[config.mk]
export PLATFORM = sky130hd
export DESIGN_NAME = sram_master_flat
export DESIGN_NICKNAME = d
export VERILOG_FILES = /design/src/rtl/sram_master_if.sv /design/src/rtl/sram_master.sv /design/src/flat_wrapper.sv
export SDC_FILE = /design/constraint.sdc
export NUM_CORES = 1
export LEC_CHECK = 0
export ABC_CLOCK_PERIOD_IN_PS = 2550
export CORE_UTILIZATION = 30
export CTS_CLUSTER_DIAMETER = 80
export DETAILED_ROUTE_END_ITERATION = 8
export PLACE_DENSITY = 0.73
export SKIP_LAST_GASP = 1
export SYNTH_ARGS = -nofsm -noshare
export SYNTH_HDL_FRONTEND = slang
export SYNTH_SLANG_ARGS = --single-unit
[constraint.sdc]
create_clock -name clk -period 2.55 [get_ports clk]
set_input_delay 0.51 -clock clk [delete_from_list [all_inputs] [get_ports clk]]
set_output_delay 0.51 -clock clk [all_outputs]
set_load 0.02 [all_outputs]
[src/rtl/sram_master_if.sv]
// Command, write-data, read-data and SRAM pin bundle for sram_master.
// master: the sram_master view; slave: the client/SRAM-side view.
interface sram_master_if #(
    parameter int N = 4,
    parameter int M = 16
);
    localparam int AW = $clog2(M);

    logic          req_valid;
    logic          req_ready;
    logic          req_write;
    logic [AW-1:0] req_addr;
    logic [AW-1:0] req_len;
    logic          wdata_valid;
    logic          wdata_ready;
    logic [N-1:0]  wdata;
    logic          rdata_valid;
    logic          rdata_ready;
    logic [N-1:0]  rdata;
    logic          rdata_last;
    logic          mem_en;
    logic [AW-1:0] mem_addr;
    logic [N-1:0]  mem_din;
    logic [N-1:0]  mem_dout;

    modport master (
        input  req_valid, req_write, req_addr, req_len,
        input  wdata_valid, wdata, rdata_ready, mem_dout,
        output req_ready, wdata_ready, rdata_valid, rdata, rdata_last,
        output mem_en, mem_addr, mem_din
    );

    modport slave (
        output req_valid, req_write, req_addr, req_len,
        output wdata_valid, wdata, rdata_ready, mem_dout,
        input  req_ready, wdata_ready, rdata_valid, rdata, rdata_last,
        input  mem_en, mem_addr, mem_din
    );
endinterface

[src/rtl/sram_master.sv]
// Burst initiator for a single-port SRAM; writes 1 beat/cycle, reads 1 beat/2 cycles (RESP one edge after READ).
// Backpressure: wdata_valid gaps stall writes, rdata_ready low holds rdata; optional SRAM_MASTER_STATS_EN adds beat_cnt.
module sram_master #(
    parameter int N = 4,
    parameter int M = 16
) (
    input  logic                clk,
    input  logic                reset,
    sram_master_if.master       bus
`ifdef SRAM_MASTER_STATS_EN
    ,
    output logic [15:0]         beat_cnt
`endif
);
    localparam int AW = $clog2(M);

    localparam logic [1:0] S_IDLE  = 2'd0;
    localparam logic [1:0] S_WRITE = 2'd1;
    localparam logic [1:0] S_READ  = 2'd2;
    localparam logic [1:0] S_RESP  = 2'd3;

    logic [1:0]    state_q, state_d;
    logic [AW-1:0] cur_addr_q, cur_addr_d;
    logic [AW-1:0] beats_left_q, beats_left_d;
    logic [AW-1:0] addr_inc;
    logic          last_beat;
    logic          req_hs, wr_hs, rd_hs;

    // Explicit wrap so non-power-of-two depths never address past M-1.
    assign addr_inc  = (cur_addr_q == AW'(M - 1)) ? '0 : cur_addr_q + AW'(1);
    assign last_beat = (beats_left_q == '0);

    assign bus.req_ready   = (state_q == S_IDLE)  && !reset;
    assign bus.wdata_ready = (state_q == S_WRITE) && !reset;
    assign bus.rdata_valid = (state_q == S_RESP)  && !reset;
    assign bus.rdata_last  = (state_q == S_RESP)  && !reset && last_beat;
    assign bus.rdata       = bus.mem_dout;
    assign bus.mem_en      = bus.wdata_ready && bus.wdata_valid;
    assign bus.mem_din     = bus.mem_en ? bus.wdata : '0;
    assign bus.mem_addr    = cur_addr_q;

    assign req_hs = bus.req_valid   && bus.req_ready;
    assign wr_hs  = bus.wdata_valid && bus.wdata_ready;
    assign rd_hs  = bus.rdata_valid && bus.rdata_ready;

    always_comb begin
        state_d      = state_q;
        cur_addr_d   = cur_addr_q;
        beats_left_d = beats_left_q;
        case (state_q)
            S_IDLE: begin
                if (req_hs) begin
                    cur_addr_d   = bus.req_addr;
                    beats_left_d = bus.req_len;
                    state_d      = bus.req_write ? S_WRITE : S_READ;
                end
            end
            S_WRITE: begin
                if (wr_hs) begin
                    cur_addr_d = addr_inc;
                    if (last_beat) begin
                        state_d = S_IDLE;
                    end else begin
                        beats_left_d = beats_left_q - AW'(1);
                    end
                end
            end
            S_READ: begin
                state_d = S_RESP;
            end
            S_RESP: begin
                // Address is held through RESP so the registered SRAM output stays put.
                if (rd_hs) begin
                    if (last_beat) begin
                        state_d = S_IDLE;
                    end else begin
                        cur_addr_d   = addr_inc;
                        beats_left_d = beats_left_q - AW'(1);
                        state_d      = S_READ;
                    end
                end
            end
            default: state_d = S_IDLE;
        endcase
    end

    always_ff @(posedge clk) begin
        if (reset) begin
            state_q      <= S_IDLE;
            cur_addr_q   <= '0;
            beats_left_q <= '0;
        end else begin
            state_q      <= state_d;
            cur_addr_q   <= cur_addr_d;
            beats_left_q <= beats_left_d;
        end
    end

`ifdef SRAM_MASTER_STATS_EN
    logic [15:0] beat_cnt_q;

    always_ff @(posedge clk) begin
        if (reset) begin
            beat_cnt_q <= '0;
        end else if ((wr_hs || rd_hs) && (beat_cnt_q != 16'hFFFF)) begin
            beat_cnt_q <= beat_cnt_q + 16'd1;
        end
    end

    assign beat_cnt = beat_cnt_q;
`endif
endmodule

[src/flat_wrapper.sv]
// flat-port wrapper written by rule: the top's interface ports become plain ports
module sram_master_flat 
#(
    parameter int N = 4,
    parameter int M = 16
)
  (clk, reset, bus_req_valid, bus_req_write, bus_req_addr, bus_req_len, bus_wdata_valid, bus_wdata, bus_rdata_ready, bus_mem_dout, bus_req_ready, bus_wdata_ready, bus_rdata_valid, bus_rdata, bus_rdata_last, bus_mem_en, bus_mem_addr, bus_mem_din);
  sram_master_if #(.N(N), .M(M)) bus_i ();
  input  logic clk;
  input  logic reset;
  input wire logic [$bits(bus_i.req_valid)-1:0] bus_req_valid;
  input wire logic [$bits(bus_i.req_write)-1:0] bus_req_write;
  input wire logic [$bits(bus_i.req_addr)-1:0] bus_req_addr;
  input wire logic [$bits(bus_i.req_len)-1:0] bus_req_len;
  input wire logic [$bits(bus_i.wdata_valid)-1:0] bus_wdata_valid;
  input wire logic [$bits(bus_i.wdata)-1:0] bus_wdata;
  input wire logic [$bits(bus_i.rdata_ready)-1:0] bus_rdata_ready;
  input wire logic [$bits(bus_i.mem_dout)-1:0] bus_mem_dout;
  output wire logic [$bits(bus_i.req_ready)-1:0] bus_req_ready;
  output wire logic [$bits(bus_i.wdata_ready)-1:0] bus_wdata_ready;
  output wire logic [$bits(bus_i.rdata_valid)-1:0] bus_rdata_valid;
  output wire logic [$bits(bus_i.rdata)-1:0] bus_rdata;
  output wire logic [$bits(bus_i.rdata_last)-1:0] bus_rdata_last;
  output wire logic [$bits(bus_i.mem_en)-1:0] bus_mem_en;
  output wire logic [$bits(bus_i.mem_addr)-1:0] bus_mem_addr;
  output wire logic [$bits(bus_i.mem_din)-1:0] bus_mem_din;
  assign bus_i.req_valid = bus_req_valid;
  assign bus_i.req_write = bus_req_write;
  assign bus_i.req_addr = bus_req_addr;
  assign bus_i.req_len = bus_req_len;
  assign bus_i.wdata_valid = bus_wdata_valid;
  assign bus_i.wdata = bus_wdata;
  assign bus_i.rdata_ready = bus_rdata_ready;
  assign bus_i.mem_dout = bus_mem_dout;
  assign bus_req_ready = bus_i.req_ready;
  assign bus_wdata_ready = bus_i.wdata_ready;
  assign bus_rdata_valid = bus_i.rdata_valid;
  assign bus_rdata = bus_i.rdata;
  assign bus_rdata_last = bus_i.rdata_last;
  assign bus_mem_en = bus_i.mem_en;
  assign bus_mem_addr = bus_i.mem_addr;
  assign bus_mem_din = bus_i.mem_din;
  sram_master #(.N(N), .M(M)) u_core (.clk(clk), .reset(reset), .bus(bus_i));
endmodule
==> key figures <==
Min path
  • Hold EP: u_core.beats_left_q[1]
  • HP Class: flop to flop
  • WHS Path Cells: 2
  • Hold wc startpoint: u_core.beats_left_q[1]

Timing
  • Slew of the pin with the lowest slew margin: 0.458 ns
  • Slew HR: 0.694
  • Post-route clock period utilization: 0.965
  • Skew final: 0.00223 ns
  • Final hold violations: 0
  • Fin Hold WS: 0.501 ns
  • Fmax: 406 MHz
  • Pins Over Slew Limit: 0
  • RSZ-0062 raised after global routing: false
  • # setup viols final: 0
  • Post-layout min period: 2.46 ns
  • Final WS setup: 0.0897 ns

Global route
  • Largest net degree at the start of global routing: 11
  • Gr usage total: 0.157
  • Number of global-route vias before repair: 761
  • Overflow after GRT: 0
  • First-pass GRT wire length: 3250 um
  • Initial antenna violation count: 0

Logic synthesis
  • Net Count, Synth: 119
  • Synthesized area per cell: 8.02 sq um
  • Post-synth top cells: dfxtp_1 (10), nor2_1 (9), inv_1 (5), nand2_1 (5), nor3_1 (5)
  • Synth top area share: 0.263
  • Most frequent cell after synthesis: dfxtp_1
  • Sequential share of the synthesized area: 0.263
  • Top_reg_cell synth: dfxtp_1
  • Post-synth EDFFs: 0
  • Post-synth ARST share: 0
  • Flops & latches, synth: 10
  • Synth warn: 0
  • Leading area contributor after synthesis: dfxtp_1
  • Area of the mapped netlist: 762 sq um
  • Ranking of synthesized cells by area: dfxtp_1 (26%), mux2i_1 (5.3%), nor2_1 (4.4%), a211oi_1 (3.9%), buf_4 (3.9%)
  • Mapped Cells: 95
  • Distinct cells, synth: 37

CTS
  • Post-CTS Setup Inserts: 0
  • Root buffer cell: clkbuf_4
  • Clk sink count: 10
  • H-tree depth: 1
  • CTS Buf Count: 3
  • CTS clk-pin slew, worst paths: 0.07 ns
  • Clock Latency Late Sink: 0.26 ns
  • Clock Tree Buf Depth: 2
  • CTS tree: yes

Detailed routing
  • Via density: 5.21
  • Drt wl/cell: 12.5 um
  • DRT Pass-1 Iters: 4
  • Vias: 802
  • Initial DRC count: 8
  • Final wirelength: 1920 um
  • Residual DRC count: 0
  • Post-route ant nets: 0

Setup path
  • CP Data Required Time: 2.04 ns
  • Crit-path most repeated cell: clkdlybuf4s50_1
  • Crit path from: reset
  • Worst R2R End: u_core.bus.mem_addr[2]
  • Setup CP Type: input pin to output port
  • Startpoint types: input pin
  • CP arrival: 1.95 ns
  • Worst R2R Path Depth: 6
  • CP max stage delay: 0.65 ns
  • Critical path buffers and inverters: 2
  • Kind of end point of the critical path: output port
  • CP cell instances: clkdlybuf4s50_1 > nand2b_1 > nor2_2 > clkdlybuf4s50_1
  • CP top delay family: buffers and inverters
  • RR Startpoint: u_core.beats_left_q[0]
  • CP Max Fanout: 6
  • Flop-to-flop setup slack: 0.53 ns
  • Critical Path Slowest Stage Cell: clkdlybuf4s50_1

Place
  • Post-DP HPWL: 1530 um
  • Placed Area: 1080 sq um
  • GP Congestion: 0.821
  • Dpl ws: -0.0858 ns
  • # port buffers: 30

Pwr
  • Pwr dens: 514 nW/um^2
  • Peak supply drop: 0.000182 V
  • Total power: 0.572 mW
  • Pleak: 0.481 nW

Floorplanning
  • Row cnt: 17
  • Initial Utilization: 0.332
  • # IOs: 39
  • Die Height: 52.4 um
  • CORE AREA: 2300 sq um
  • Chip width: 52.4 um
  • Die area: 2750 sq um

Final layout
  • Fill count: 222
  • Fin area: 1110 sq um
  • Ant diodes: 0
  • Final core occ: 0.485
  • Area growth, synth to finish: 46.1%
  • Ratio of cells with drive above 1 in the final layout: 0.127
  • # nets final: 151

Job
  • Max Cap Violations: 0

Status
  • Status: completed
==> stage by stage <==
| stage | TNS, ns | cells |
|---|---|---|
| after global placement | -0.182 | 150 |
| after global routing | 0 | 154 |
| after CTS | 0 | 154 |
| final | 0 | 154 |
| after detailed placement | -0.284 | 150 |
| after floorplan | 0 | 95 |
==> timing repair <==
action                                  in CTS  in global routing
cloned                                       0                  0
hold buffers                                 0                  0
resized for setup                            6                  1
endpoints found under the setup margin       5                  1
==> flip-flops by register name (all words and copies together) (netlist names) <==
name	cells
u_core.bus.mem_addr	4
u_core.state_q	2
u_core.beats_left_q	4
==> cell families after synthesis <==
kind of cell | synth area share
AOI/OAI and AO/OA | 0.220
buffers and inverters | 0.118
adders and majority gates | 0.0328
and+or+nand+nor | 0.294
muxes | 0.0722
DFF | 0.263
==> placed cells by master, fill, tap and decap left out, drive strengths merged, types with 2 or more instances in the layout <==
cell type      count
a211oi             4
mux2i              4
a21oi              4
or4b               2
nor3               5
nor2b              3
buf                7
nand3              2
nand2b             2
clkbuf             4
nor4b              2
clkdlybuf4s50     24
o21a               2
dlygate4sd2        5
ha                 2
inv                5
nand2              5
dfxtp             10
and2               4
nor2               9
o22ai              2
a31oi              2
o21ai              4
==> layer usage <==
metal / part of all wire / up-vias / wire [um] / GRT usage
li1: - / 401 / - / -
met1: 0.44 / 374 / 835 / 0.191
met2: 0.50 / 23 / 950 / 0.268
met3: 0.059 / 4 / 113 / 0.0319
met4: 0.0094 / 0 / 18 / 0.0614
met5: 0 / - / 0 / 0
==> worst max path at each step <==
stage | endpoint | slack (ns) | depth (start not counted)
2_1_floorplan | u_core.bus.mem_addr[2] | 0.67 | 7
3_3_place_gp | bus_mem_din[2] | -0.05 | 5
3_5_place_dp | bus_mem_din[1] | -0.09 | 5
4_1_cts | bus_rdata_valid | 0.04 | 6
5_1_grt | bus_mem_en | 0.0009 | 4
6_report | bus_mem_en | 0.09 | 4
==> layout make-up <==
cell class,count,area (sq um),share of cell area
Inverter,5,18.8,0.0169
Tap cell,28,35.0,0.0315
Multi-Input combinational cell,70,474,0.426
Clock buffer,4,36.3,0.0326
Sequential cell,10,200,0.180
Timing Repair Buffer,37,349,0.313
==> power breakdown <==
group | switching (mW) | internal [mW] | total, mW
combinational | 0.102 | 0.121 | 0.223
clock | 0.0571 | 0.0866 | 0.144
sequential | 0.0285 | 0.177 | 0.205
==> worst min-delay path, delay by kind of cell, from the launching register on <==
kind                   cells  cell delay (ns)
DFF                        1             0.32
buffers and inverters      1             0.07
AOI/OAI and AO/OA          1             0.06
No activity file was read; power rests on OpenSTA's default activity.
